<file path="config.mk">
export PLATFORM = sky130hd
export DESIGN_NAME = affine_core_p
export DESIGN_NICKNAME = d
export VERILOG_FILES = /design/src/rtl/affine_p_pkg.sv /design/src/rtl/affine_rf_p.sv /design/src/rtl/affine_core_p.sv
export SDC_FILE = /design/constraint.sdc
export NUM_CORES = 1
export LEC_CHECK = 0
export ABC_AREA = 1
export ABC_CLOCK_PERIOD_IN_PS = 7970
export CORE_MARGIN = 5
export CORE_UTILIZATION = 45
export CTS_BUF_LIST = sky130_fd_sc_hd__clkbuf_2 sky130_fd_sc_hd__clkbuf_4 sky130_fd_sc_hd__clkbuf_8
export DETAILED_ROUTE_END_ITERATION = 16
export SLEW_MARGIN = 20
export SYNTH_ARGS = -nofsm -noshare
export SYNTH_HDL_FRONTEND = slang
export SYNTH_SLANG_ARGS = --single-unit
export TNS_END_PERCENT = 30
</file>
<file path="constraint.sdc">
create_clock -name clk_i -period 7.97 [get_ports clk_i]
set_input_delay 0.797 -clock clk_i [delete_from_list [all_inputs] [get_ports clk_i]]
set_output_delay 0.797 -clock clk_i [all_outputs]
set_load 0.02 [all_outputs]
</file>
<file path="src/rtl/affine_p_pkg.sv">
// Shared types and instruction-field layout for the parametrised affine sequencer.
package affine_p_pkg;

  typedef enum logic [3:0] {
    OpNop  = 4'd0,
    OpLdi  = 4'd1,
    OpAdd  = 4'd2,
    OpSub  = 4'd3,
    OpMul  = 4'd4,
    OpMac  = 4'd5,
    OpIn   = 4'd6,
    OpOut  = 4'd7,
    OpBnz  = 4'd8,
    OpDjnz = 4'd9,
    OpHalt = 4'd15
  } tOpP;

  typedef enum logic [1:0] {
    StIdle,
    StRun,
    StHalted
  } tStateP;

  localparam int unsigned OpW = 4;

  // Fields are packed LSB-first: op, rd, rs, imm.
  function automatic int unsigned rd_lsb();
    return OpW;
  endfunction

  function automatic int unsigned rs_lsb(input int unsigned r);
    return OpW + r;
  endfunction

  function automatic int unsigned imm_lsb(input int unsigned r);
    return OpW + 2 * r;
  endfunction

  function automatic int unsigned inst_w(input int unsigned n, input int unsigned r);
    return OpW + 2 * r + n;
  endfunction

endpackage

</file>
<file path="src/rtl/affine_rf_p.sv">
// NREG x N register file: two asynchronous reads, one synchronous write, synchronous clear.
module affine_rf_p #(
  parameter int unsigned N    = 8,
  parameter int unsigned NREG = 8,
  localparam int unsigned R   = $clog2(NREG)
) (
  input  logic         clk_i,
  input  logic         rst_i,
  input  logic         we_i,
  input  logic [R-1:0] waddr_i,
  input  logic [N-1:0] wdata_i,
  input  logic [R-1:0] raddr_a_i,
  output logic [N-1:0] rdata_a_o,
  input  logic [R-1:0] raddr_b_i,
  output logic [N-1:0] rdata_b_o
);

  logic [N-1:0] regs_q [NREG];

  always_ff @(posedge clk_i) begin
    if (rst_i) begin
      for (int i = 0; i < int'(NREG); i++) begin
        regs_q[i] <= '0;
      end
    end else if (we_i) begin
      regs_q[waddr_i] <= wdata_i;
    end
  end

  assign rdata_a_o = regs_q[raddr_a_i];
  assign rdata_b_o = regs_q[raddr_b_i];

endmodule

</file>
<file path="src/rtl/affine_core_p.sv">
// Single-issue affine sequencer: writable program store, register file, run/halt control
// and a valid/ready input port with registered output strobe.
module affine_core_p
  import affine_p_pkg::*;
#(
  parameter int unsigned N       = 8,
  parameter int unsigned DEPTH   = 16,
  parameter int unsigned NREG    = 8,
  localparam int unsigned A      = $clog2(DEPTH),
  localparam int unsigned R      = $clog2(NREG),
  localparam int unsigned W_INST = inst_w(N, R)
) (
  input  logic              clk_i,
  input  logic              rst_i,
  input  logic              prog_we_i,
  input  logic [A-1:0]      prog_addr_i,
  input  logic [W_INST-1:0] prog_data_i,
  input  logic              start_i,
  input  logic [N-1:0]      ext_data_i,
  input  logic              ext_valid_i,
  output logic              ext_ready_o,
  output logic [N-1:0]      ext_data_o,
  output logic              ext_strobe_o,
  output logic              busy_o,
  output logic              halted_o
);

  localparam int unsigned RdLsb  = rd_lsb();
  localparam int unsigned RsLsb  = rs_lsb(R);
  localparam int unsigned ImmLsb = imm_lsb(R);

  logic [W_INST-1:0] mem_q [DEPTH];

  tStateP       state_q, state_d;
  logic [A-1:0] pc_q, pc_d;
  logic [N-1:0] out_q, out_d;
  logic         strobe_q, strobe_d;

  logic [W_INST-1:0] inst;
  tOpP               op_w;
  logic [R-1:0]      rd_a, rs_a;
  logic [N-1:0]      imm, rd_data, rs_data, dec_w;
  logic              rf_we;
  logic [N-1:0]      rf_wdata;
  logic              run;

  assign inst    = mem_q[pc_q];
  assign op_w    = tOpP'(inst[OpW-1:0]);
  assign rd_a    = inst[RdLsb +: R];
  assign rs_a    = inst[RsLsb +: R];
  assign imm     = inst[ImmLsb +: N];
  assign dec_w   = rd_data - N'(1);
  assign run     = (state_q == StRun);

  affine_rf_p #(
    .N   (N),
    .NREG(NREG)
  ) u_rf (
    .clk_i    (clk_i),
    .rst_i    (rst_i),
    .we_i     (rf_we),
    .waddr_i  (rd_a),
    .wdata_i  (rf_wdata),
    .raddr_a_i(rd_a),
    .rdata_a_o(rd_data),
    .raddr_b_i(rs_a),
    .rdata_b_o(rs_data)
  );

  // Store is writable only while not running; reset also blocks a pending write.
  always_ff @(posedge clk_i) begin
    if (!rst_i && prog_we_i && (state_q != StRun)) begin
      mem_q[prog_addr_i] <= prog_data_i;
    end
  end

  always_comb begin
    state_d  = state_q;
    pc_d     = pc_q;
    out_d    = out_q;
    strobe_d = 1'b0;
    rf_we    = 1'b0;
    rf_wdata = '0;
    unique case (state_q)
      StIdle, StHalted: begin
        if (start_i) begin
          state_d = StRun;
          pc_d    = '0;
        end
      end
      StRun: begin
        pc_d = pc_q + A'(1);
        case (op_w)
          OpLdi: begin rf_we = 1'b1; rf_wdata = imm; end
          OpAdd: begin rf_we = 1'b1; rf_wdata = rd_data + rs_data; end
          OpSub: begin rf_we = 1'b1; rf_wdata = rd_data - rs_data; end
          OpMul: begin rf_we = 1'b1; rf_wdata = rd_data * rs_data; end
          OpMac: begin rf_we = 1'b1; rf_wdata = rd_data + rs_data * imm; end
          OpIn: begin
            // Hold pc and registers until the producer offers data.
            if (ext_valid_i) begin
              rf_we    = 1'b1;
              rf_wdata = ext_data_i;
            end else begin
              pc_d = pc_q;
            end
          end
          OpOut: begin
            out_d    = rs_data;
            strobe_d = 1'b1;
          end
          OpBnz: begin
            if (rs_data != '0) pc_d = imm[A-1:0];
          end
          OpDjnz: begin
            rf_we    = 1'b1;
            rf_wdata = dec_w;
            if (dec_w != '0) pc_d = imm[A-1:0];
          end
          OpHalt: begin
            state_d = StHalted;
            pc_d    = pc_q;
          end
          default: ;
        endcase
      end
      default: state_d = StIdle;
    endcase
  end

  always_ff @(posedge clk_i) begin
    if (rst_i) begin
      state_q  <= StIdle;
      pc_q     <= '0;
      out_q    <= '0;
      strobe_q <= 1'b0;
    end else begin
      state_q  <= state_d;
      pc_q     <= pc_d;
      out_q    <= out_d;
      strobe_q <= strobe_d;
    end
  end

  assign ext_ready_o  = run && (op_w == OpIn);
  assign ext_data_o   = out_q;
  assign ext_strobe_o = strobe_q;
  assign busy_o       = run;
  assign halted_o     = (state_q == StHalted);

endmodule

</file>
==> impl_metrics.ini, run 1 <==
[global_route]
grt_max_degree = 65
track_usage = 0.2397
grt_pass1_vias = 14620
grt_use_met3 = 0.03586
antenna_found_initial = 0
use_met2 = 0.4011
grt_overflow = 0
met1_usage = 0.3225
grt_pass1_wl_um = 87920
busiest_layer = met2

[route]
wl_per_cell_um = 21.28
dr.pass1.iters = 5
vias_per_cell = 5.486
remaining_drc_errors = 0
drt-initial-drc-count = 1421
vias = 14930
ant_nets = 0
totalWireLength_um = 57910

[power_and_ir_drop]
power.internal_uw = 3791
p_leak_uw = 0.008789
seqPwrFrac = 0.365
net-switching-power_uw = 2176
power_density_nw_per_um2 = 271.3
netSwitchingFraction = 0.3647
pwr-share-comb = 0.353
ir_drop_uv = 178.2
clockPowerShare = 0.282

[setup_path]
crit_type = reg -> reg
worstSetupEndpointType = register
critPathArrivalTime_ns = 7.38
cp-start-kind = register
crit_path_max_incr_delay_ns = 0.57
path_common_cell = nand2_1
crit_required_ns = 8.39
crit_path_top_delay_cell = nand2_4
crit_fanout = 42

[floorplanning]
initial_core_util = 0.4516
fp-row-count = 77
dieArea_um2 = 48390
core_area_um2 = 43930
die_h_um = 220.0
io_pins = 47
die_w_um = 220.0

[timing]
slew_viol_final = 0
hold_slack_ns = 0.4850
setup_viol = 0
worst_clock_skew_ns = 0.02464
hold_viol = 0
period_minus_slack_ns = 6.960
max_freq_mhz = 143.7
rsz0062_at_grt = false
worst_slew_pin_slew_ns = 1.041
finalSetupTns_ns = 0
slew_headroom = 0.3039
post-route-period-util = 0.8732

[clocking]
cts_made_buffers = 60
cts_htree_levels = 2
clockRootBuffer = clkbuf_8
cts_tree = done
clock_sinks = 371
path_clk_slew_ns = 0.08
post_cts_buffers = 0
worstSkewPairLatency_ns = 0.67
ctsHoldBuffers = 0
clock_path_buffers = 3
cts_resized = 0

[finish]
final_core_util = 0.5006
instances_no_fill = 2721
nets = 2196
antenna_cells = 0
fin_area_um2 = 21990
layout-drive-gt1-share = 0.1146
synthToLayoutAreaGrowth_pct = 10.85
final_common_cell = nand2_1
mostFrequentLayoutCells = nand2_1, edfxtp_1, nand3_1, inv_1, nor2_1
fillCellCount = 4119

[logic_synthesis]
synth_cell_types = 52
syn_area_per_cell_um2 = 9.822
syn_nets = 2131
synth_enable_flop_cells = 352
synth_seq_cells = 371
ys.warnings.count = 0
synth_area_leaders = edfxtp_1, nand2_1, nand3_1, inv_1, nor2_1
mappedNetlistArea_um2 = 19840
async_flop_share = 0
synth_top_area_frac = 0.5328
synthCells = 2020
yosys.area.top_type = edfxtp_1
yosysSeqAreaShare = 0.5519
synth-main-ff-cell = edfxtp_1

[placed_design]
dp.cells = 2615
io_buffers = 46
post_dp_cell_area_um2 = 20770
hpwlAfterDp_um = 37010
place.gp.congestion = 0.9223

[worst_hold_path]
min_path_type = reg -> reg

[status]
status = finished clean

[run]
drv_cap = 0
==> metrics by stage <==
step           power (µW)  setup WS (ns)
2_1_floorplan        3754          2.387
3_3_place_gp         4285          1.162
3_5_place_dp         4296          1.134
4_1_cts              5989          1.098
5_1_grt              6390         0.3976
6_report             5967          1.010
==> layer usage <==
| metal | vias to the layer above | share of wire |
|---|---|---|
| li1 | 7016 | - |
| met2 | 560 | 0.48 |
| met1 | 7228 | 0.43 |
| met5 | - | 0 |
| met4 | 0 | 0.033 |
| met3 | 123 | 0.066 |
==> kinds of logic (layout without fill, tap and decap cells) <==
logic type / Yosys count / in the layout / synth area share
buf+inv: 299 / 408 / 0.07511
compound gates: 226 / 226 / 0.07524
simple gates: 1031 / 1031 / 0.2306
flops: 371 / 371 / 0.5519
fa+ha+maj: 76 / 76 / 0.05966
xor+xnor: 17 / 17 / 0.007504
==> area by class of cell <==
| class | count | area [µm²] | area share |
|---|---|---|---|
| Inverter | 206 | 780.7 | 0.03550 |
| Timing Repair Buffer | 96 | 848.3 | 0.03857 |
| Clock inverter | 15 | 125.1 | 0.005689 |
| Clock buffer | 91 | 1096 | 0.04983 |
| Sequential cell | 371 | 10960 | 0.4982 |
| Multi-Input combinational cell | 1350 | 7446 | 0.3385 |
| Tap cell | 592 | 740.7 | 0.03368 |
==> cell usage after synthesis, types with 5 or more instances <==
master / instances
fa_1: 31
nor2_2: 14
dfxtp_1: 19
buf_4: 21
o22ai_1: 8
nor2_1: 178
clkbuf_1: 8
a21oi_1: 74
nand2_1: 564
o221ai_1: 13
nand4_1: 12
buf_2: 32
inv_1: 180
xnor2_1: 7
nand3b_1: 22
nand4_4: 8
o21ai_0: 45
nand3_1: 198
edfxtp_1: 352
o211ai_1: 26
a32o_1: 11
a221o_1: 22
clkinv_1: 8
o21ai_1: 12
inv_2: 17
nand3_2: 5
buf_6: 28
xor2_1: 10
ha_1: 45
nand2_2: 13
==> worst paths after layout <==
check | start | to | slack [ns] | depth (start not counted)
setup / recovery | register | u_rf.regs_q[2][7] | 1.01 | 37
hold / removal | state_q[1] | state_q[1] | 0.49 | 2
setup reg to reg | register | u_rf.regs_q[2][7] | 1.01 | 37
hold reg to reg | state_q[1] | state_q[1] | 0.49 | 2
==> state kept, by name, summed over array words and instances, names as in the netlist, named ones only <==
name and cells:
pc_q 4, ext_data_o 8, state_q 2, u_rf.regs_q 64, ext_strobe_o 1, mem_q 288
==> power groups by stage <==
stage          Sequential [µW]  Clock, µW  Combinational (µW)
6_report                  2180       1680                2110
3_3_place_gp              2220          0                2070
5_1_grt                   2180       1810                2400
2_1_floorplan             2210          0                1540
4_1_cts                   2180       1720                2090
3_5_place_dp              2220          0                2080
==> critical path, delay by kind of cell, from the launching register on <==
kind,cells,cell delay [ns]
buf+inv,6,0.82
simple gates,24,2.89
flops,1,0.44
compound gates,2,0.29
fa+ha+maj,5,2.22
Note: power is estimated with default switching activity, not from simulation.
==> run 2: changes to the inputs <==
Settings changed: DONT_BUFFER_PORTS set to 1.
==> run 2 against run 1 <==
Clock-buffer cell count down 6. Die area unchanged. Via count down 0.72%. Maximum frequency down 2.1%. Non-clock buffer count down 49. Clock skew up 0.0072 ns. Hold slack worse by 0.27 ns. Combinational power about the same. Register-to-register slack worse by 0.15 ns.
==> impl_metrics.ini, run 2 (synthesis results as in run 1) <==
[status]
status = finished clean

[setup_path]
reg2reg_to = u_rf.regs_q[0][7]
path_common_cell = nand2_1
crit_path_max_incr_delay_ns = 0.53
critPathArrivalTime_ns = 7.49
reg2reg_depth = 32
crit_type = reg -> reg
crit_path_top_delay_cell = fa_1
cp-start-kind = register
worstSetupEndpointType = register
r2r_slack_ns = 0.86
crit_fanout = 40
crit_required_ns = 8.35

[finish]
largest_reg_flops = 288
layout-drive-gt1-share = 0.1134
synthToLayoutAreaGrowth_pct = 8.129
final_common_cell = nand2_1
fillCellCount = 4153
nets = 2148
top_register = mem_q
mostFrequentLayoutCells = nand2_1, edfxtp_1, nand3_1, inv_1, nor2_1

[floorplanning]
fp-row-count = 77
initial_core_util = 0.4516
die_h_um = 220.0
io_pins = 47
core_area_um2 = 43930
die_w_um = 220.0
dieArea_um2 = 48390

[timing]
finalSetupTns_ns = 0
period_minus_slack_ns = 7.108
setup_viol = 0
rsz0062_at_grt = false
worst_slew_pin_slew_ns = 1.089
hold_viol = 0
slew_headroom = 0.2716
max_freq_mhz = 140.7
worst_clock_skew_ns = 0.03183
post-route-period-util = 0.8918
slew_viol_final = 0

[placed_design]
io_buffers = 0
place.gp.congestion = 0.9365
hpwlAfterDp_um = 36440

[clocking]
worstSkewPairLatency_ns = 0.65
clock_sinks = 371
clock_path_buffers = 3
post_cts_buffers = 0
ctsHoldBuffers = 0
cts_htree_levels = 2
clockRootBuffer = clkbuf_8
cts_made_buffers = 61
path_clk_slew_ns = 0.06
cts_tree = done
cts_resized = 0

[power_and_ir_drop]
ir_drop_uv = 176.4
pwr-share-comb = 0.353
p_total_uw = 5886
clockPowerShare = 0.276
power_density_nw_per_um2 = 274.4
netSwitchingFraction = 0.3671
power.internal_uw = 3725
net-switching-power_uw = 2161
seqPwrFrac = 0.371
p_leak_uw = 0.008568

[global_route]
grt_overflow = 0
grt_max_degree = 61
track_usage = 0.2380
antenna_found_initial = 2
grt_pass1_vias = 14410
grt_pass1_wl_um = 87210

[route]
vias = 14820
dr.pass1.iters = 6
wl_per_cell_um = 21.37
totalWireLength_um = 57170
drt-initial-drc-count = 1435
ant_nets = 0
remaining_drc_errors = 0
vias_per_cell = 5.540

[worst_hold_path]
min_path_cells = 1
hold_end = state_q[1]
min_path_type = in -> reg
hp-start = rst_i

[run]
drv_cap = 0
-- run 2: changes by cell type in the layout (fill, tap and decap cells not counted), sizes merged, moves of 3 or more --
cell,previous run,this run
clkinv,18,28
clkdlybuf4s50,46,0
clkbuf,91,85
buf,50,47
-- run 2: area by class of cell --
type                            count  area (µm²)  share of cell area
Clock buffer                       85        1026             0.04782
Timing Repair Buffer               47       352.8             0.01645
Tap cell                          592       740.7             0.03453
Antenna cell                        1       2.502           0.0001166
Multi-Input combinational cell   1350        7448              0.3472
Inverter                          206       780.7             0.03639
Clock inverter                     23       145.1            0.006765
Sequential cell                   371       10960              0.5107
-- run 2: power by group through the flow --
stage / Sequential (µW) / Clock, µW / Combinational, µW
2_1_floorplan: 2210 / 0 / 1540
3_3_place_gp: 2220 / 0 / 2030
3_5_place_dp: 2220 / 0 / 2060
4_1_cts: 2180 / 1660 / 2080
5_1_grt: 2180 / 1760 / 2370
6_report: 2180 / 1630 / 2080
-- run 2: worst max-delay path, delay by kind of cell (launching register included) --
family / cells / cell delay [ns]
fa+ha+maj: 5 / 2.34
compound gates: 1 / 0.10
xor+xnor: 1 / 0.17
buf+inv: 6 / 0.96
flops: 1 / 0.51
simple gates: 19 / 2.73
-- run 2: worst max-delay path by stage --
stage               slack (ns)  cells past startpoint           endpoint
detailed placement        0.93                     32  u_rf.regs_q[7][7]
global placement          0.97                     33  u_rf.regs_q[0][7]
CTS                       0.92                     32  u_rf.regs_q[3][7]
floorplan                 2.39                     38  u_rf.regs_q[0][7]
global route              0.39                     33  u_rf.regs_q[0][7]
finish                    0.86                     32  u_rf.regs_q[0][7]
-- run 2: through the flow --
step	hold slack, ns	cells	utilization	worst slack, ns	instance area, µm²
2_1_floorplan	0.4508	2020	-	2.387	19840
3_3_place_gp	0.4752	2566	0.4615	0.9654	20270
3_5_place_dp	0.4906	2566	0.4615	0.9324	20270
4_1_cts	0.1594	2674	0.4881	0.9170	21440
5_1_grt	0.1706	2675	0.4883	0.3873	21450
6_report	0.2111	2675	0.4883	0.8624	21450
-- run 2: metal layers --
layer,track usage,vias up,wire length [µm],part of all wire
met5,0,-,7,0.00012
met4,0.09694,2,2339,0.041
met3,0.04149,136,3770,0.066
met2,0.3944,539,27170,0.48
met1,0.3116,7220,23880,0.42
li1,-,6922,-,-
